File: src/rtl/seq_mult_param.sv
// Shift-and-add sequential multiplier, WIDTH x WIDTH -> 2*WIDTH, with
// runtime signed/unsigned operands and early exit once no multiplier bits remain.
module seq_mult_param #(
  parameter int WIDTH = 8
) (
  input  logic               clk,
  input  logic               reset,
  input  logic               start,
  input  logic               signed_mode,
  input  logic [WIDTH-1:0]   a,
  input  logic [WIDTH-1:0]   b,
  output logic               busy,
  output logic               done,
  output logic [2*WIDTH-1:0] product
);

  localparam int CW = (WIDTH > 2) ? $clog2(WIDTH) : 1;

  localparam logic [1:0] S_IDLE = 2'd0;
  localparam logic [1:0] S_RUN  = 2'd1;
  localparam logic [1:0] S_DONE = 2'd2;

  logic [1:0]         r_state;
  logic [WIDTH-1:0]   r_mag_a;
  logic [WIDTH-1:0]   r_mag_b;
  logic               r_neg;
  logic [2*WIDTH-1:0] r_acc;
  logic [CW-1:0]      r_count;
  logic [2*WIDTH-1:0] r_product;

  logic [WIDTH-1:0]   w_abs_a;
  logic [WIDTH-1:0]   w_abs_b;
  logic [2*WIDTH-1:0] w_mcand;
  logic [2*WIDTH-1:0] w_acc_next;
  logic [WIDTH-1:0]   w_mag_b_sh;
  logic               w_last;

  // Magnitude of the most-negative value wraps to 2^(WIDTH-1), which is the
  // correct unsigned magnitude, so no special case is needed.
  assign w_abs_a    = (signed_mode && a[WIDTH-1]) ? -a : a;
  assign w_abs_b    = (signed_mode && b[WIDTH-1]) ? -b : b;

  assign w_mcand    = {{WIDTH{1'b0}}, r_mag_a} << r_count;
  assign w_acc_next = r_acc + (r_mag_b[0] ? w_mcand : '0);
  assign w_mag_b_sh = r_mag_b >> 1;
  assign w_last     = (r_count == CW'(WIDTH-1)) || (w_mag_b_sh == '0);

  always_ff @(posedge clk) begin
    if (reset) begin
      r_state   <= S_IDLE;
      r_mag_a   <= '0;
      r_mag_b   <= '0;
      r_neg     <= 1'b0;
      r_acc     <= '0;
      r_count   <= '0;
      r_product <= '0;
    end else begin
      case (r_state)
        S_IDLE: begin
          if (start) begin
            r_mag_a <= w_abs_a;
            r_mag_b <= w_abs_b;
            r_neg   <= signed_mode & (a[WIDTH-1] ^ b[WIDTH-1]);
            r_acc   <= '0;
            r_count <= '0;
            r_state <= S_RUN;
          end
        end
        S_RUN: begin
          r_acc   <= w_acc_next;
          r_mag_b <= w_mag_b_sh;
          r_count <= r_count + 1'b1;
          if (w_last) begin
            r_product <= r_neg ? -w_acc_next : w_acc_next;
            r_state   <= S_DONE;
          end
        end
        S_DONE:  r_state <= S_IDLE;
        default: r_state <= S_IDLE;
      endcase
    end
  end

  // Outputs decode state flops only; nothing from the inputs reaches them.
  assign busy    = (r_state != S_IDLE);
  assign done    = (r_state == S_DONE);
  assign product = r_product;

endmodule

File: config.mk
export PLATFORM = sky130hd
export DESIGN_NAME = seq_mult_param
export DESIGN_NICKNAME = d
export VERILOG_FILES = /design/src/rtl/seq_mult_param.sv
export SDC_FILE = /design/constraint.sdc
export NUM_CORES = 1
export LEC_CHECK = 0
export BUFFER_PORTS_ARGS = -buffer_cell sky130_fd_sc_hd__buf_2
export CAP_MARGIN = 0
export CORE_ASPECT_RATIO = 0.8
export CORE_MARGIN = 4
export CORE_UTILIZATION = 25
export DETAILED_ROUTE_END_ITERATION = 12
export SLEW_MARGIN = 20
export SYNTH_ARGS = -nofsm -noshare
export SYNTH_HDL_FRONTEND = slang
export SYNTH_SLANG_ARGS = --single-unit
File: constraint.sdc
create_clock -name clk -period 4 [get_ports clk]
set_input_delay 0.4 -clock clk [delete_from_list [all_inputs] [get_ports clk]]
set_output_delay 0.4 -clock clk [all_outputs]
set_load 0.01 [all_outputs]
== Word-level counts from Yosys, hierarchy flattened ==
Index checks and enable logic that the tools add are counted.
Operators by class
  add/subtract/negate cells: 5
  reduce and logical (&&, ||, !) cells: 11
  bitwise operators: 2
  eq/ne operators: 5
  shift operators: 1
  muxes and demuxes: 13
Operator list (count)
  $mux 16: 3
  $pmux 16 s2: 1
  $mux 8: 3
  $add 16x16->16: 1
  $neg 16->16: 1
  $neg 8->8: 2
  $pmux 8 s2: 1
  $shl 8x3->16: 1
  $logic_not 8->1: 1
  $reduce_and 2->1: 4
  $pmux 3 s2: 1
  $mux 2: 2
  $ne 2x2->1 const B: 2
  $pmux 2 s2: 1
  $reduce_bool 2->1: 2
  $add 3x1->3 const B: 1
  $eq 3x3->1 const B: 1
  $mux 3: 1
  $eq 2x1->1 const B: 1
  $eq 2x2->1 const B: 1
  $logic_and 1x1->1: 2
  $logic_not 2->1: 1
  $and 1x1->1: 1
  $logic_or 1x1->1: 1
  $xor 1x1->1: 1
Word-level totals
  logic and storage cells: 44
  input bits: 20
  flip-flop bits (word level): 54
  output and inout port bits: 18

== Depth between registers and ports, before layout ==
  depth in word-level cells: 5
  gate-level depth with buffers: 17

== Worst setup path after synthesis ==
No wires, ideal clock.
  path kind: reg-to-reg
  from: register r_count[1]
  to: register r_product[15], in the netlist product[15]
  path slack: 0.307 ns
  library setup time: 0.086 ns
  arrival time: 3.608 ns
  buffers on the path: 2
  cell stages (with the launch flop): 15
  cell sequence: dfxtp_1 clkbuf_1 clkbuf_1 mux2i_1 mux2i_1 o211a_1 ha_1 a21o_1 a31o_1 or2_1 o211ai_1 nand4b_4 o41ai_2 xor2_1 a211oi_1
Between the ends
  word-level cells in the longest chain between the ends: 5
  elaborated cells on any way between the ends: 8
Ends and longest elaborated chain
  start, declared: line 28  | logic [CW-1:0] r_count;
  start signal, assigned: line 72  | r_count <= r_count + 1'b1;
  $shl 8x3->16: line 43  | assign w_mcand = {{WIDTH{1'b0}}, r_mag_a} << r_count;
  $mux 16: line 44  | assign w_acc_next = r_acc + (r_mag_b[0] ? w_mcand : '0);
  $add 16x16->16: line 44
  $neg 16->16: line 74  | r_product <= r_neg ? -w_acc_next : w_acc_next;
  $mux 16: line 74
  end signal, assigned: line 74
  end, declared: line 29  | logic [2*WIDTH-1:0] r_product;
Several ways; a longest one is shown, not always the timed one.
A chain may end at the register's enable or synchronous reset.

== Worst setup path after layout ==
  from: register r_count[1]
  to: register r_product[14], in the netlist product[14]
Same word-level chain as after synthesis.

==> impl_metrics.ini <==
[power_and_ir_drop]
leakage_uw = 0.00182
p_int_uw = 1020
p_seq_share_pct = 42.0
irDropWorstVdd_mv = 0.207
power_density_mw_per_mm2 = 339
power.switching_uw = 447
finalPower_uw = 1470
comb_power_share_pct = 22.3
swShare_pct = 30.4
pwr-share-clk_pct = 35.7

[critical_path]
criticalPathCategory = reg2reg
critical_path_peak_fanout = 9
crit_slowest_cell = dfxtp_2
worstPathRequired_ns = 4.21
crit_path_end_kind = register
cpPeakStageDelay_ns = 0.39
path_cells = mux2_2, o21ai_0, nor2_1, o21a_1, ha_1, a21oi_1, o21ai_0, a311o_1, nor3b_4, o21ai_0, o41ai_2, xor2_1, a211oi_1
critPathArrivalTime_ns = 3.93
start_kind = register
cpMostUsedCell = o21ai_0

[timing]
fin_worst_skew_ns = 0.00771
finalHoldViolCount = 0
finalCriticalPeriod_ns = 3.71
setup-violations-final = 0
tightest_slew_ns = 0.890
tns_ns = 0
maxSlewHeadroom_pct = 40.5
period_share_pct = 92.9
fin_hold_ws_ns = 0.381
fmax_mhz = 269
drv_slew = 0

[global_route]
grt_usage_pct = 12.2
grt_max_degree = 41
overflow = 0
antenna_found_initial = 0
grt_pass1_wl_mm = 16.6
grt_pass1_vias = 3238

[clocking]
clock_sink_count = 54
clockBufferDepth = 2
clk_latency_ns = 0.30
cts_hold_buf = 0
cts_buffers = 5
cts-root-buf = clkbuf_16
cts_max_level = 2
tritoncts = done
path_clk_slew_ns = 0.07

[floorplan]
die_h_um = 117
die_x_um = 144
boundaryPins = 38
fp.coreArea_sq_mm = 0.0144
die-area_sq_mm = 0.0169
start_util_pct = 25.8
rows = 39

[layout]
seq_area_sq_mm = 0.00108
drive_above_1_share_pct = 17.3
mostFrequentLayoutCells = 53 x nand2_1, 52 x dfxtp_1, 50 x nor2_1
multi_input_area_sq_mm = 0.00251
layout_commonest_cell = nand2_1
fin_area_sq_mm = 0.00434
syn2layout_area_growth_pct = 16.8
n_antenna_cell = 0
fill_cells = 1499
fin_nets = 538

[logic_synthesis]
synth_cells = 461
synth_edf_count = 0
synth_fa_ha_area_share_pct = 7.28
synth-simple-area-share_pct = 22.5
synthDistinctLibCells = 64
seq_area_frac_synth_pct = 29.1
ys.warnings.count = 0
synth_top_family_by_area = compound AO/OA/AOI/OAI gates
async_flop_share_pct = 0
syn_area_per_cell_sq_um = 8.06
synth_ff_type = dfxtp_1
ys_ff_latch = 54
syn_area_sq_mm = 0.00371
yosys-mux-area-fraction_pct = 3.37
synth-compound-area-share_pct = 25.8
synth_nets = 502
synth-xor-area-share_pct = 8.25

[placed_design]
gp_congestion = 0.886
place_area_sq_mm = 0.00414
place.port_buffers = 37
dp_hpwl_mm = 7.71

[route]
vias = 3441
wire_per_inst_um = 14.9
drc_errors = 0
dr.pass1.iters = 4
drt_iter0_drc = 212
ant_nets = 0
wl_mm = 10.1
viasPerCell = 5.05

[min_path]
holdCritPathClass = in2reg

[run_status]
status = finished, final reports clean

[job]
max-cap-violations = 0
==> kinds of logic after synthesis <==
group           Yosys count
buf+inv                  36
compound gates          135
mux                      12
simple gates            174
fa+ha+maj                21
xor+xnor                 29
flops                    54
==> critical path, delay by kind of cell, from the launching register on <==
family	cells	cell delay, ns
AO/OA/AOI/OAI	8	2.01
AND/OR/NAND/NOR	2	0.41
flip-flops	1	0.39
multiplexers	1	0.36
adder cells (fa/ha/maj)	1	0.36
XOR/XNOR	1	0.11
==> sequential cells by signal, summed over array words and instances (netlist names) <==
signal and count:
product 16, r_acc 16, r_count 3, r_mag_a 8, r_mag_b 8, r_neg 1
r_state 2
==> layout make-up <==
| cell class | count | area share [%] |
|---|---|---|
| Clock inverter | 2 | 0.894 |
| Sequential cell | 54 | 25.0 |
| Clock buffer | 6 | 3.20 |
| Multi-Input combinational cell | 371 | 57.8 |
| Timing Repair Buffer | 50 | 6.52 |
| Tap cell | 184 | 5.31 |
| Inverter | 15 | 1.30 |
==> power groups by stage <==
| stage | combinational (uW) | sequential, uW | clock [uW] |
|---|---|---|---|
| floorplan | 227 | 620 | 0 |
| global placement | 320 | 626 | 0 |
| CTS | 327 | 617 | 535 |
| finish | 328 | 618 | 524 |
| global route | 368 | 624 | 556 |
| detailed placement | 325 | 628 | 0 |
==> metal layers <==
metal	up-vias	track usage, %	part of all wire, %
li1	1740	-	-
met1	1637	18.5	53
met3	7	2.60	4.6
met5	-	0	0
met2	57	17.7	41
met4	0	2.98	1.0
==> cells in the mapped netlist, drive strengths merged (2+ instances only) <==
master / number / area (sq um)
dfxtp: 54 / 1080
a31o: 3 / 26.3
nor2b: 7 / 43.8
a21oi: 34 / 170
o21ai: 25 / 129
and2: 7 / 46.3
nor2: 50 / 188
nor4: 2 / 12.5
xor2: 13 / 114
o41ai: 3 / 48.8
mux2: 4 / 45.0
a22o: 8 / 70.1
ha: 20 / 250
a31oi: 6 / 43.8
nand2: 53 / 199
clkbuf: 19 / 71.3
nor3: 10 / 50.1
mux2i: 8 / 80.1
inv: 15 / 56.3
or3: 3 / 18.8
o211ai: 3 / 22.5
a221oi: 3 / 26.3
and3: 6 / 37.5
a211oi: 14 / 110
nand2b: 8 / 50.1
buf: 2 / 7.51
o211a: 2 / 20.0
a311oi: 2 / 17.5
a21o: 6 / 45.0
xnor2: 16 / 193
a22oi: 6 / 45.0
nand4: 2 / 12.5
o31ai: 8 / 70.1
nand3: 19 / 100
==> per-stage QoR <==
stage | util (%) | setup slack, ns | std cells
CTS | 30.0 | 0.162 | 681
finish | 30.1 | 0.286 | 682
global placement | 28.8 | 0.312 | 673
detailed placement | 28.8 | 0.166 | 673
floorplan | - | 0.307 | 461
global route | 30.1 | -0.00147 | 682
==> path summary, 6_finish.rpt <==
| check | start | endpoint | slack (ns) | cells after the start |
|---|---|---|---|---|
| setup / recovery | r_count[1] | product[14] | 0.29 | 13 |
| hold / removal | a[0] | r_mag_a[0] | 0.38 | 3 |
| setup reg to reg | r_count[1] | product[14] | 0.29 | 13 |
| hold reg to reg | product[10] | product[10] | 0.46 | 2 |
==> timing repair <==
| item | CTS | global route |
|---|---|---|
| endpoints found under the setup margin | 0 | 4 |
| resized for setup | 0 | 4 |
| setup buffers | 0 | 1 |
Power figures use the tool's default switching activity.
